$ cat config.mk
export PLATFORM = sky130hd
export DESIGN_NAME = uart_rx
export DESIGN_NICKNAME = d
export VERILOG_FILES = /design/src/rtl/uart_rx.sv
export SDC_FILE = /design/constraint.sdc
export NUM_CORES = 1
export LEC_CHECK = 0
export BUFFER_PORTS_ARGS = -buffer_cell sky130_fd_sc_hd__buf_2
export CELL_PAD_IN_SITES_DETAIL_PLACEMENT = 0
export CELL_PAD_IN_SITES_GLOBAL_PLACEMENT = 1
export CORE_MARGIN = 8
export CORE_UTILIZATION = 42
export CTS_CLUSTER_SIZE = 24
export DETAILED_ROUTE_END_ITERATION = 8
export PLACE_DENSITY = 0.71
export SYNTH_ARGS = -nofsm -noshare
export SYNTH_HDL_FRONTEND = slang
export SYNTH_SLANG_ARGS = --single-unit
export TNS_END_PERCENT = 1
$ cat constraint.sdc
create_clock -name clk -period 1.79 [get_ports clk]
set_input_delay 0.179 -clock clk [delete_from_list [all_inputs] [get_ports clk]]
set_output_delay 0.179 -clock clk [all_outputs]
set_load 0.005 [all_outputs]
$ cat src/rtl/uart_rx.sv
// rtl/uart_rx.sv - 8N1 UART receiver with mid-bit sampling, done strobe and frame error flag

module uart_rx #(
  parameter int CLK_FREQ = 50000000,
  parameter int UART_BPS = 9600
) (
  input  logic       clk,
  input  logic       rst,
  input  logic       uart_rxd,
  output logic [7:0] uart_rx_data,
  output logic       uart_rx_done,
  output logic       uart_rx_frame_err,
  output logic       uart_rx_busy
);

  // Clocks per bit must stay within 4..65535 so the 16-bit counter and the
  // half-bit sample point remain meaningful.
  localparam int BAUD_CNT_MAX = CLK_FREQ / UART_BPS;
  localparam int HALF         = BAUD_CNT_MAX / 2;
  localparam logic [15:0] BIT_END   = 16'(BAUD_CNT_MAX - 1);
  localparam logic [15:0] SAMPLE_PT = 16'(HALF - 1);

  typedef enum logic [1:0] {IDLE, START, DATA, STOP} state_t;

  state_t      state, state_nx;
  logic        rxd_m, rxd_s, rxd_d;
  logic        fall;
  logic [15:0] baud_cnt, baud_cnt_nx;
  logic [2:0]  bit_cnt, bit_cnt_nx;
  logic [7:0]  shift, shift_nx;
  logic [7:0]  data_nx;
  logic        done_nx, err_nx;
  logic        at_sample, at_bit_end;

  // Two-flop synchroniser plus one delay flop for falling-edge detection;
  // resetting to 0 means a line held low through reset is never seen as a start.
  always_ff @(posedge clk) begin
    if (rst) begin
      rxd_m <= 1'b0;
      rxd_s <= 1'b0;
      rxd_d <= 1'b0;
    end else begin
      rxd_m <= uart_rxd;
      rxd_s <= rxd_m;
      rxd_d <= rxd_s;
    end
  end

  assign fall       = rxd_d & ~rxd_s;
  assign at_sample  = (baud_cnt == SAMPLE_PT);
  assign at_bit_end = (baud_cnt == BIT_END);
  assign uart_rx_busy = (state != IDLE);

  // State, counters, shift register and registered pulse outputs.
  always_ff @(posedge clk) begin
    if (rst) begin
      state             <= IDLE;
      baud_cnt          <= 16'd0;
      bit_cnt           <= 3'd0;
      shift             <= 8'h00;
      uart_rx_data      <= 8'h00;
      uart_rx_done      <= 1'b0;
      uart_rx_frame_err <= 1'b0;
    end else begin
      state             <= state_nx;
      baud_cnt          <= baud_cnt_nx;
      bit_cnt           <= bit_cnt_nx;
      shift             <= shift_nx;
      uart_rx_data      <= data_nx;
      uart_rx_done      <= done_nx;
      uart_rx_frame_err <= err_nx;
    end
  end

  // Next-state logic; STOP returns to IDLE at mid-bit so a back-to-back start edge is caught.
  always_comb begin
    state_nx    = state;
    baud_cnt_nx = at_bit_end ? 16'd0 : baud_cnt + 16'd1;
    bit_cnt_nx  = bit_cnt;
    shift_nx    = shift;
    data_nx     = uart_rx_data;
    done_nx     = 1'b0;
    err_nx      = 1'b0;
    case (state)
      IDLE: begin
        baud_cnt_nx = 16'd0;
        if (fall) begin
          state_nx = START;
        end
      end
      START: begin
        if (at_sample && rxd_s) begin
          state_nx    = IDLE;
          baud_cnt_nx = 16'd0;
        end else if (at_bit_end) begin
          state_nx   = DATA;
          bit_cnt_nx = 3'd0;
        end
      end
      DATA: begin
        if (at_sample) begin
          shift_nx = {rxd_s, shift[7:1]};
        end
        if (at_bit_end) begin
          if (bit_cnt == 3'd7) begin
            state_nx = STOP;
          end else begin
            bit_cnt_nx = bit_cnt + 3'd1;
          end
        end
      end
      STOP: begin
        if (at_sample) begin
          state_nx    = IDLE;
          baud_cnt_nx = 16'd0;
          if (rxd_s) begin
            data_nx = shift;
            done_nx = 1'b1;
          end else begin
            err_nx = 1'b1;
          end
        end
      end
      default: begin
        state_nx    = IDLE;
        baud_cnt_nx = 16'd0;
      end
    endcase
  end

endmodule
==> results of run 1 <==
-- flip-flops by register name, summed over array words and instances (netlist names), named ones only --
signal             cells
state                  1
uart_rx_done           1
uart_rx_frame_err      1
uart_rx_data           8
rxd_s                  1
shift                  8
rxd_d                  1
bit_cnt                3
rxd_m                  1
baud_cnt              16
-- logic make-up (layout without fill, tap and decap cells) --
group / count (synthesis) / after routing / synth area share [%]
compound gates: 14 / 14 / 5.40
buf+inv: 19 / 37 / 6.09
mux: 16 / 16 / 8.03
simple gates: 84 / 84 / 30.3
fa+ha+maj: 3 / 3 / 1.88
flops: 42 / 42 / 42.2
xor+xnor: 14 / 14 / 6.15
-- placed cells by master (no fill, tap or decap), types with 3 or more instances in the layout --
cell,count
inv_1,7
nor3_2,10
and4_4,3
xor2_1,5
buf_4,7
xnor2_1,9
a21o_1,3
dfxtp_1,40
nand2_1,5
nor4_1,5
nand3_1,5
buf_2,13
nand4_1,6
clkbuf_8,5
nor3b_1,3
mux2i_1,16
a21oi_1,4
nand2b_1,20
nor3_1,9
-- worst paths after layout --
kind	slack (ps)	end
max	70	uart_rx_data[1]
max reg2reg	70	uart_rx_data[1]
min	110	rxd_m
min reg2reg	470	rxd_s
-- through the flow --
step	cell area, sq um	power [mW]	std cells	utilization, %
6_report	2260	1.70	264	48.6
3_3_place_gp	2120	0.992	255	45.4
4_1_cts	2230	1.73	263	47.8
2_1_floorplan	1990	0.984	192	-
3_5_place_dp	2120	0.993	255	45.4
5_1_grt	2260	1.77	264	48.6
-- routing by layer --
layer / vias up / track usage (%) / routed length (um)
met4: 0 / 4.85 / 62
met1: 695 / 13.2 / 1810
met2: 24 / 19.4 / 1880
met3: 5 / 3.57 / 178
li1: 712 / - / -
met5: - / 0 / 0
-- repair_timing --
action	CTS	global route
buffers inserted	0	1
setup endpoints to repair	0	35
hold buffers	0	0
resized for setup	0	11
-- power groups by stage --
stage,sequential (mW),combinational [mW],clock [mW]
5_1_grt,0.943,0.0322,0.798
3_5_place_dp,0.964,0.0288,0
6_report,0.942,0.0293,0.733
2_1_floorplan,0.961,0.0226,0
3_3_place_gp,0.964,0.0282,0
4_1_cts,0.942,0.0291,0.757
-- layout make-up --
class / count / area share [%]
multi-input cells: 131 / 46.8
repair buffers: 22 / 6.96
flip-flops and latches: 42 / 37.2
clock buffers: 6 / 3.20
well taps: 54 / 2.98
clock inverters: 2 / 1.66
inverters: 7 / 1.16
-- synth_stat cells (6+ instances only) --
cell / count / area [sq um]
xnor2_1: 9 / 78.8
nor3_2: 10 / 100
nor3_1: 9 / 45.0
inv_1: 7 / 26.3
buf_6: 6 / 67.6
mux2i_1: 16 / 160
nand4_1: 6 / 37.5
dfxtp_1: 42 / 841
nand2b_1: 20 / 125
==> out/metrics.cfg, run 1 <==
[outcome]
outcome = finished, final reports clean

[route]
vias = 1436
drt_iter0_drc = 99
wl_um = 3940
routed_via_density = 5.44
routedWlPerCell_um = 14.9
first_pass_iters = 4
antenna_left = 0
drc = 0

[power]
switching_share_pct = 19.8
combPwrFrac_pct = 1.7
cellLeakagePower_nw = 0.877
worst_ir_drop_vdd_mv = 0.301
internal-power_mw = 1.37
power_density_nw_per_um2 = 752
p_sw_mw = 0.337
seqPwrFrac_pct = 55.3
power.share.clock_pct = 43.0

[critical_path]
startpoint = baud_cnt[0]
crit_required_ps = 2010
path_delay_family = simple AND/OR/NAND/NOR gates
cp_slowest_cell = dfxtp_1
cp_max_fo = 8
ff2ff_path_depth = 6
slowest_delay_ps = 350
critical_path_class = flip-flop to flip-flop
critPathMostFrequentCell = and4_4
worst-path-stages = 6
cp-end-kind = flip-flop
r2r-start = baud_cnt[0]
path_buf_inv = 1
crit_arrival_ps = 1930
start_kind = flip-flop
cp_cell_sequence = ha_2 > nor4b_4 > and4_4 > and4_4 > buf_12 > mux2i_1

[global_route]
grt_usage_pct = 11.5
grt_max_degree = 28
antenna_found_initial = 0
overflow = 0
grt_pass1_vias = 1461
grt_first_pass_wirelength_um = 6750

[hold_path]
min_from = uart_rxd
min_path_cells = 2
holdCritPathClass = primary input to flip-flop

[timing]
worstMarginPinSlew_ps = 384
fin_hold_ws_ps = 115
slew_violations = 0
setup_tns_ps = 0
hold_violations = 0
slew_headroom_pct = 74.4
period_minus_slack_ps = 1720
finClkSkew_ps = 4.73
rsz0062_at_grt = yes
fmax_ghz = 0.583
post-route-period-util_pct = 95.9
fin_ws_ps = 74.2
setup_violations = 0

[cts]
cts_tree = yes
cts_num_sinks = 42
h-tree-depth = 2
clock_latency_ps = 290
root_buffer = clkbuf_8
path_clk_slew_ps = 80
cts_made_buffers = 5
clockBufferDepth = 2

[floorplan]
die_y_um = 84.9
core_area_sq_um = 4660
io_pins = 14
rows = 25
fp.dieW_um = 84.9
dieArea_sq_um = 7210
initial_utilization_pct = 42.8

[synth]
synth_seq_area_share_pct = 42.2
yosys_warnings = 0
synthesis.area_sq_um = 1990
synth_cell_types = 38
synthesis.nets = 198
synth-edff-count = 0
syn_inst = 192
ys.flop_type = dfxtp_1
syn_avg_cell_area_sq_um = 10.4
ys_async_sr_fraction_pct = 0
synth_seq_cells = 42

[layout]
syn2layout_area_growth_pct = 13.6
seqCellArea_sq_um = 843
drive_gt1_share_pct = 25.7
diodes = 0
multiInputGateArea_sq_um = 1060
fillerInstances = 430
nets = 215

[place]
port-buffer-count = 13
detailedPlace.worstSlack_ps = 30.8
gp_congestion = 0.837
dpl.hpwl_um = 2700

[run]
cap_violations = 0

(Power assumes the default switching activity.)
==> run 2: changes to the inputs <==
--- a/config.mk
+++ b/config.mk
@@ -13,6 +13,7 @@
 export CTS_CLUSTER_SIZE = 24
 export DETAILED_ROUTE_END_ITERATION = 8
 export PLACE_DENSITY = 0.71
+export SETUP_SLACK_MARGIN = 0.5
 export SYNTH_ARGS = -nofsm -noshare
 export SYNTH_HDL_FRONTEND = slang
 export SYNTH_SLANG_ARGS = --single-unit
==> out/metrics.cfg, run 2 (synthesis results as in run 1) <==
[timing]
fmax_ghz = 0.635  ; was 0.583 GHz
fin_ws_ps = 214  ; was 74.2 ps
rsz0062_at_grt = yes  ; unchanged
setup_violations = 0  ; unchanged
period_minus_slack_ps = 1580  ; was 1720 ps
finClkSkew_ps = 10.0  ; was 4.73 ps
slew_headroom_pct = 70.4  ; was 74.4%
worstMarginPinSlew_ps = 444  ; was 384 ps
post-route-period-util_pct = 88.0  ; was 95.9%
slew_violations = 0  ; unchanged
hold_violations = 0  ; unchanged
setup_tns_ps = 0  ; unchanged

[route]
routedWlPerCell_um = 14.6  ; was 14.9 um
first_pass_iters = 4  ; unchanged
drt_iter0_drc = 46  ; was 99
wl_um = 3970  ; was 3940 um
vias = 1425  ; was 1436
drc = 0  ; unchanged
antenna_left = 0  ; unchanged
routed_via_density = 5.26  ; was 5.44

[place]
gp_congestion = 0.781  ; was 0.837
detailedPlace.worstSlack_ps = 97.1  ; was 30.8 ps
port-buffer-count = 13  ; unchanged
dpl.hpwl_um = 2580  ; was 2700 um

[layout]
drive_gt1_share_pct = 30.9  ; was 25.7%
layout_common_cells = dfxtp_1, nand2b_1, mux2i_1  ; unchanged
syn2layout_area_growth_pct = 19.9  ; was 13.6%
largestRegisters = baud_cnt (16), shift (8), uart_rx_data (8)  ; unchanged
nets = 222  ; was 215
diodes = 0  ; unchanged
regMostFlops = baud_cnt  ; unchanged
final_common_cell = dfxtp_1  ; unchanged
largest_register_ffs = 16  ; unchanged

[critical_path]
crit_required_ps = 1980  ; was 2010 ps
rrSetupSlack_ps = 210  ; was 70 ps
start_kind = flip-flop  ; unchanged
cp-end-kind = flip-flop  ; unchanged
crit_arrival_ps = 1770  ; was 1930 ps
cp_max_fo = 3  ; was 8
critical_path_class = flip-flop to flip-flop  ; unchanged

[global_route]
grt_usage_pct = 11.7  ; was 11.5%
overflow = 0  ; unchanged
antenna_found_initial = 0  ; unchanged
grt_first_pass_wirelength_um = 6780  ; was 6750 um
grt_pass1_vias = 1426  ; was 1461
grt_max_degree = 29  ; was 28

[cts]
cts_tree = yes  ; unchanged
path_clk_slew_ps = 80  ; about the same
clock_latency_ps = 300  ; was 290 ps
h-tree-depth = 2  ; unchanged
cts_num_sinks = 42  ; unchanged
clockBufferDepth = 2  ; unchanged
cts_made_buffers = 5  ; unchanged
root_buffer = clkbuf_8  ; unchanged
cts.hold.buffers_added = 0  ; unchanged

[floorplan]
fp.dieW_um = 84.9  ; unchanged
initial_utilization_pct = 42.8  ; unchanged
rows = 25  ; unchanged
dieArea_sq_um = 7210  ; unchanged
core_area_sq_um = 4660  ; unchanged
die_y_um = 84.9  ; unchanged
io_pins = 14  ; unchanged

[power]
power_density_nw_per_um2 = 783  ; was 752 nW/um^2
cellLeakagePower_nw = 0.923  ; was 0.877 nW
worst_ir_drop_vdd_mv = 0.300  ; was 0.301 mV

[hold_path]
holdCritPathClass = primary input to flip-flop  ; unchanged

[run]
cap_violations = 0  ; unchanged

[outcome]
outcome = finished, final reports clean  ; unchanged

run 2: worst paths after layout:
path,start,end,cells past startpoint
setup reg to reg,bit_cnt[0],bit_cnt[0],6
hold reg to reg,rxd_m,rxd_s,1
setup / recovery,bit_cnt[0],bit_cnt[0],6
hold / removal,uart_rxd,rxd_m,2
run 2: metrics by stage:
| stage | util [%] | hold slack, ps | instance area (sq um) | power [mW] | instances |
|---|---|---|---|---|---|
| 2_1_floorplan | - | 307 | 2030 | 0.985 | 192 |
| 3_3_place_gp | 46.0 | 427 | 2150 | 0.993 | 255 |
| 3_5_place_dp | 46.0 | 410 | 2150 | 0.994 | 255 |
| 4_1_cts | 51.0 | 97.8 | 2370 | 1.89 | 269 |
| 5_1_grt | 51.3 | 94.0 | 2390 | 1.94 | 271 |
| 6_report | 51.3 | 101 | 2390 | 1.87 | 271 |
run 2: timing repair:
| action | 4_1_cts | 5_1_grt |
|---|---|---|
| cloned | 1 | 0 |
| pin swaps | 5 | 3 |
| setup buffers | 5 | 2 |
| resized for setup | 12 | 0 |
| setup endpoints to repair | 40 | 40 |
run 2: area by class of cell:
| type | instances | area [sq um] |
|---|---|---|
| Clock inverter | 3 | 68.8 |
| Multi-Input combinational cell | 132 | 1110 |
| Tap cell | 54 | 67.6 |
| Sequential cell | 42 | 848 |
| Timing Repair Buffer | 28 | 203 |
| Inverter | 7 | 26.3 |
| Clock buffer | 5 | 68.8 |
| Fill cell | 434 | 2270 |
run 2: report_power, final:
group          internal (mW)  switching, mW  total [mW]
clock                  0.559          0.339       0.898
sequential             0.936        0.00371       0.940
combinational         0.0153         0.0189      0.0341
total                   1.51          0.362        1.87
run 2: routing by layer:
metal	vias up	GRT usage, %	part of all wire, %
met5	-	0	0
met1	670	13.9	48
li1	735	-	-
met2	15	18.9	47
met3	5	3.67	3.8
met4	0	5.50	1.6
run 2: worst max-delay path, stage by stage (launching register included):
cell and delay [ps]:
dfxtp_2 330, ha_2 190, ha_4 160, or3b_2 440, o21ai_2 100, a211oi_2 90, a21o_1 170
